### src/rtl/x_seq.sv
// Micro-sequencer for the X pointer register: decodes a latched opcode into x/accumulator bus controls.
// Optional feature: define X_SEQ_JXM_EN to make opcode 8'h07 (JXM, jump on X minus) legal.
module x_seq #(
  parameter int OPW = 8
) (
  input  logic           clk,
  input  logic           clr_n,
  input  logic           start,
  input  logic [OPW-1:0] opcode,
  input  logic           im,
  input  logic           iz,
  output logic           lx,
  output logic           ex,
  output logic           inx,
  output logic           dex,
  output logic           la,
  output logic           ea,
  output logic           jmp,
  output logic           busy,
  output logic           done,
  output logic           err
);

  typedef enum logic [1:0] {
    S_IDLE = 2'd0,
    S_EX1  = 2'd1,
    S_EX2  = 2'd2,
    S_DONE = 2'd3
  } state_t;

  localparam logic [OPW-1:0] OP_TAX   = OPW'(8'h01);
  localparam logic [OPW-1:0] OP_TXA   = OPW'(8'h02);
  localparam logic [OPW-1:0] OP_INX   = OPW'(8'h03);
  localparam logic [OPW-1:0] OP_DEX   = OPW'(8'h04);
  localparam logic [OPW-1:0] OP_JXZ   = OPW'(8'h05);
  localparam logic [OPW-1:0] OP_DXJNZ = OPW'(8'h06);
  localparam logic [OPW-1:0] OP_JXM   = OPW'(8'h07);

  state_t         r_state;
  state_t         w_next;
  logic [OPW-1:0] r_op;

  logic w_tax, w_txa, w_inx, w_dex, w_jxz, w_dxjnz, w_jxm, w_legal;

  always_ff @(posedge clk or negedge clr_n) begin
    if (!clr_n) begin
      r_state <= S_IDLE;
      r_op    <= '0;
    end else begin
      r_state <= w_next;
      if (r_state == S_IDLE && start) begin
        r_op <= opcode;
      end
    end
  end

  assign w_tax   = (r_op == OP_TAX);
  assign w_txa   = (r_op == OP_TXA);
  assign w_inx   = (r_op == OP_INX);
  assign w_dex   = (r_op == OP_DEX);
  assign w_jxz   = (r_op == OP_JXZ);
  assign w_dxjnz = (r_op == OP_DXJNZ);

`ifdef X_SEQ_JXM_EN
  assign w_jxm = (r_op == OP_JXM);
`else
  // 8'h07 falls through to the illegal path; the minus flag has no consumer.
  logic w_unused_im;
  assign w_jxm       = 1'b0;
  assign w_unused_im = im ^ (r_op == OP_JXM);
`endif

  assign w_legal = w_tax | w_txa | w_inx | w_dex | w_jxz | w_dxjnz | w_jxm;

  always_comb begin
    w_next = r_state;
    lx     = 1'b0;
    ex     = 1'b0;
    inx    = 1'b0;
    dex    = 1'b0;
    la     = 1'b0;
    ea     = 1'b0;
    jmp    = 1'b0;
    busy   = (r_state != S_IDLE);
    done   = 1'b0;
    err    = 1'b0;
    case (r_state)
      S_IDLE: begin
        if (start) w_next = S_EX1;
      end
      S_EX1: begin
        ea     = w_tax;
        lx     = w_tax;
        ex     = w_txa;
        la     = w_txa;
        inx    = w_inx;
        dex    = w_dex | w_dxjnz;
        jmp    = (w_jxz & iz) | (w_jxm & im);
        w_next = w_dxjnz ? S_EX2 : S_DONE;
      end
      S_EX2: begin
        // x has already decremented, so iz reflects the new value
        jmp    = w_dxjnz & ~iz;
        w_next = S_DONE;
      end
      S_DONE: begin
        done   = 1'b1;
        err    = ~w_legal;
        w_next = S_IDLE;
      end
      default: w_next = S_IDLE;
    endcase
  end

endmodule
### config.mk
export PLATFORM = sky130hd
export DESIGN_NAME = x_seq
export DESIGN_NICKNAME = d
export VERILOG_FILES = /design/src/rtl/x_seq.sv
export SDC_FILE = /design/constraint.sdc
export NUM_CORES = 1
export LEC_CHECK = 0
export BUFFER_PORTS_ARGS = -buffer_cell sky130_fd_sc_hd__buf_4
export CORE_AREA = 2 2 42 44
export DETAILED_ROUTE_END_ITERATION = 8
export DIE_AREA = 0 0 44 46
export GPL_ROUTABILITY_DRIVEN = 0
export HOLD_SLACK_MARGIN = 0.15
export PLACE_DENSITY = 0.66
export SLEW_MARGIN = 20
export SYNTH_ARGS = -nofsm -noshare
export SYNTH_HDL_FRONTEND = slang
export SYNTH_SLANG_ARGS = --single-unit
### constraint.sdc
create_clock -name clk -period 1.3 [get_ports clk]
set_input_delay 0.065 -clock clk [delete_from_list [all_inputs] [get_ports clk]]
set_output_delay 0.065 -clock clk [all_outputs]
set_load 0.02 [all_outputs]
# Word level (Yosys, flattened, before mapping)
# Index checks and enable logic that the tools add are counted.
[word_totals]
ff_bits = 10
in_bits = 13
output_inout_bits = 10
elab_cells = 35
[classes]
eq_ne = 10
mux = 10
bitwise = 10
reduce_logical = 3
[op_table]
columns = ["operator", "count"]
rows = [
  ["$eq 8x3->1 const B", 3],
  ["$eq 8x2->1 const B", 2],
  ["$eq 8x1->1 const B", 1],
  ["$pmux 2 s4", 1],
  ["$mux 1", 7],
  ["$or 1x1->1", 6],
  ["$eq 2x2->1 const B", 2],
  ["$and 1x1->1", 2],
  ["$eq 2x1->1 const B", 1],
  ["$logic_not 2->1", 1],
  ["$mux 2", 1],
  ["$ne 2x2->1 const B", 1],
  ["$not 1->1", 2],
  ["$pmux 1 s2", 1],
  ["$reduce_bool 2->1", 1],
  ["$logic_and 1x1->1", 1],
]

# Logic depth before layout (Yosys ltp)
[depth]
word_depth = 8
mapped_depth = 5
ltp_nobuf = 5

# Least setup slack after synthesis
# No wires, ideal clock.
[synth_timing]
path_kind = "register to output"
startpoint = "register r_state[1]"
endpoint = "output port la"
t_arrival_ns = 1.419
required_time_ns = 1.235
slack_ns = -0.184
path_stages_with_launch = 6
n_path_buf = 1
cell_sequence = "dfrtp_1 -> inv_1 -> ha_1 -> nand4bb_1 -> nor2_1 -> buf_4"
[synth_between]
elab_chain_len = 2
[synth_lines]
columns = ["item", "line_no", "source"]
rows = [
  ["start: declaration", "39", "state_t r_state;"],
  ["start signal: assignment", "50", "r_state <= w_next;"],
  ["$eq 2x1->1", "n/a", ""],
  ["$mux 1", "n/a", ""],
  ["end: declaration", "16", "output logic la,"],
]
# No other way between the ends.

# Final worst setup path
[layout_timing]
startpoint = "register r_op[6]"
endpoint = "output port jmp"
[layout_between]
elab_chain_len = 3
elab_cells_between_ends = 5
cone_classes = "eq/ne: 2; mux: 1; bitwise: 2"
[layout_lines]
columns = ["item", "line_no", "source"]
rows = [
  ["start: declaration", "41", "logic [OPW-1:0] r_op;"],
  ["start signal: assignment", "52", "r_op <= opcode;"],
  ["$eq 8x3->1 (on tied branches)", "62, 61", ""],
  ["$and 1x1->1 (on tied branches)", "103, 98", ""],
  ["$pmux 1 s2 (*)", "87", "case (r_state)"],
  ["end: declaration", "18", "output logic jmp,"],
]
# Every way passes the cells marked *; elsewhere a longest branch is shown, timed or not.

==> metrics.yaml <==
routed_wl_um: 1350
grt_start_max_net_pins: 11
instances_no_fill: 110
grt_pass1_wl_um: 2280
drc: 0
timing.rr.end: "r_state[0]"
synthTopCellsByArea: "dfrtp_1, mux2_2, ha_1"
cts_buffer_depth: 2
num_rows: 15
clk_latency_ns: 0.26
core_area_um2: 1610
start_kind: "flop"
ys_seq_area_share_pct: 40.3
path_cells: "nor4_4, and3b_2, and3_1, buf_6"
synth-async-reset-ratio_pct: 100
final_area_um2: 1080
drive_above_1_share_pct: 61.3
crit_type: "flop to output pin"
antenna_found_initial: 0
p_leak_nw: 0.484
avgSynthCellArea_um2: 11.1
drv_cap: 0
cts_max_level: 1
portBuffers: 21
critPathArrivalTime_ns: 1.58
die_w_um: 44
setup_ws_ns: -0.345
cts.clk_slew.worst_paths_ns: 0.06
die_h_um: 46
place_hpwl_um: 1010
worstMarginPinSlew_ns: 0.311
min_period_ns: 1.65
antenna_left: 0
dp.cells: 96
layout.nets: 112
skew_ns: 0.000429
post-route-util_pct: 66.9
netlist.area_leader.share_pct: 40.3
pin_count: 23
die_area_um2: 2020
hold_viol_final: 0
antenna_cells: 0
post-place-ws_ns: -0.0784
cp-end-kind: "output pin"
synth_cell_types: 24
synth-warning-count: 0
yosysTopAreaCell: "dfrtp_1"
required_ns: 1.24
num_vias: 536
fin_crit_sh_pct: 127
drv_slew: 0
hp-class: "input port to asynchronous set/reset pin"
synthTopCellsByCount: "dfrtp_1, mux2_2, ha_1, nand2_1, inv_1"
via_per_inst: 4.87
ir_worst_vdd_mv: 1.24
clock.fmax_mhz: 608
wl_per_cell_um: 12.3
slowest_delay_ns: 0.41
globalRouteOverflowTotal: 0
maxSlewHeadroom_pct: 79.1
drt_first_iter_violations: 1
crit_path_max_fanout: 3
syn_area_um2: 621
syn-instance-count: 56
cts_tree: "built"
grt_use_total_pct: 15.8
start_util_pct: 38.4
power_density_nw_per_um2: 2000
setup_viol_count_final: 9
dr.pass1.iters: 2
r2r-start: "r_state[0]"
cts_buffers: 3
ff2ff_setup_slack_ns: -0.02
grt_pass1_vias: 541
root_buffer: "clkbuf_4"
violations: "negative setup slack"
synth.most_common_cell: "dfrtp_1"
rsz0062_at_grt: "yes"
synth_edf_count: 0
run_status: "finished with violations"
crit_slowest_cell: "dfrtp_1"
synthesis.nets: 74
r2r.worst_path.cells: 5
synth_seq_cells: 10
place_area_um2: 898
yosys_most_used_dff: "dfrtp_1"
syn_to_final_growth_pct: 74.0
clock-sinks: 10
hold_slack_ns: 0.175
[flip-flops by register name, indices dropped and copies added (netlist names)]
signal,cells
r_op,8
r_state,2
[timing repair]
item | CTS | global route
endpoints found under the hold margin | 18 | 0
hold buffers | 9 | 0
resized for setup | 6 | 6
buffers inserted | 0 | 1
setup endpoints to repair | 9 | 17
pin swaps | 1 | 4
[stage by stage]
stage                     power (mW)  TNS [ns]
after detailed placement        1.80    -0.253
after floorplan                 1.42   -0.0305
after global routing            2.32     -2.94
final                           2.16     -2.27
after global placement          1.76   -0.0941
after CTS                       2.10     -2.54
[placed cells by master, fill, tap and decap left out]
| cell type | synthesis | final |
|---|---|---|
| nand2b_4 | 1 | 1 |
| dfrtp_1 | 10 | 9 |
| buf_12 | 0 | 1 |
| nand2_1 | 5 | 4 |
| nor2_1 | 3 | 1 |
| inv_4 | 0 | 1 |
| buf_4 | 2 | 20 |
| inv_1 | 4 | 2 |
| ha_2 | 0 | 1 |
| nor2_4 | 0 | 2 |
| nand2b_1 | 1 | 1 |
| o21ai_0 | 1 | 1 |
| nand3_1 | 1 | 1 |
| nand4bb_4 | 0 | 1 |
| a2111oi_4 | 0 | 1 |
| o22ai_2 | 0 | 1 |
| buf_6 | 0 | 5 |
| mux2_2 | 8 | 8 |
| and4bb_2 | 1 | 1 |
| and3b_2 | 0 | 1 |
| clkbuf_4 | 0 | 3 |
| nor4_4 | 0 | 1 |
| dfrtp_2 | 0 | 1 |
| ha_1 | 5 | 2 |
| nand2_4 | 0 | 1 |
| a21oi_2 | 0 | 1 |
| nor2b_1 | 2 | 2 |
| and3_1 | 1 | 1 |
| ha_4 | 0 | 2 |
| dlygate4sd3_1 | 0 | 9 |
| nor3_1 | 1 | 1 |
| or2_2 | 1 | 1 |
| or2b_2 | 1 | 1 |
| inv_2 | 0 | 1 |
| and3b_1 | 2 | 1 |
| o32ai_2 | 0 | 1 |
| clkbuf_1 | 0 | 1 |
[worst max path at each step]
stage,startpoint,to,depth (start not counted)
floorplan,r_op[6],la,4
global placement,r_op[6],dex,4
detailed placement,r_op[6],jmp,4
CTS,r_op[5],jmp,4
global route,r_op[6],jmp,4
finish,r_op[6],jmp,4
[critical path, delay by kind of cell (launching register included)]
family	cells	cell delay (ns)
buf+inv	1	0.12
flops	1	0.41
simple gates	3	0.80
[per-layer routing]
| metal | global-route usage, % | up-vias | share of wire, % |
|---|---|---|---|
| met5 | 0 | - | 0 |
| li1 | - | 268 | - |
| met2 | 28.5 | 15 | 54 |
| met3 | 1.19 | 2 | 3.2 |
| met1 | 18.2 | 251 | 42 |
| met4 | 9.09 | 0 | 0.89 |
[cell families (layout without fill, tap and decap cells)]
logic type | after synthesis | count (layout) | synth area share (%)
AOI/OAI and AO/OA | 5 | 5 | 6.45
adders and majority gates | 5 | 5 | 10.1
buffers and inverters | 6 | 43 | 4.84
DFF | 10 | 10 | 40.3
muxes | 8 | 8 | 14.5
and+or+nand+nor | 22 | 22 | 23.8
[power by group]
group          internal, mW  total (mW)  switching (mW)
combinational         0.725        1.28           0.551
clock                 0.118       0.221           0.102
sequential            0.478       0.665           0.187
total                  1.32        2.16           0.840
[cell type report]
class,instances,area (um^2)
clock buffers,4,26.3
fillers,127,534
inverters,4,17.5
multi-input cells,40,447
flip-flops and latches,10,251
well taps,17,21.3
repair buffers,35,317
Power figures use the tool's default switching activity.
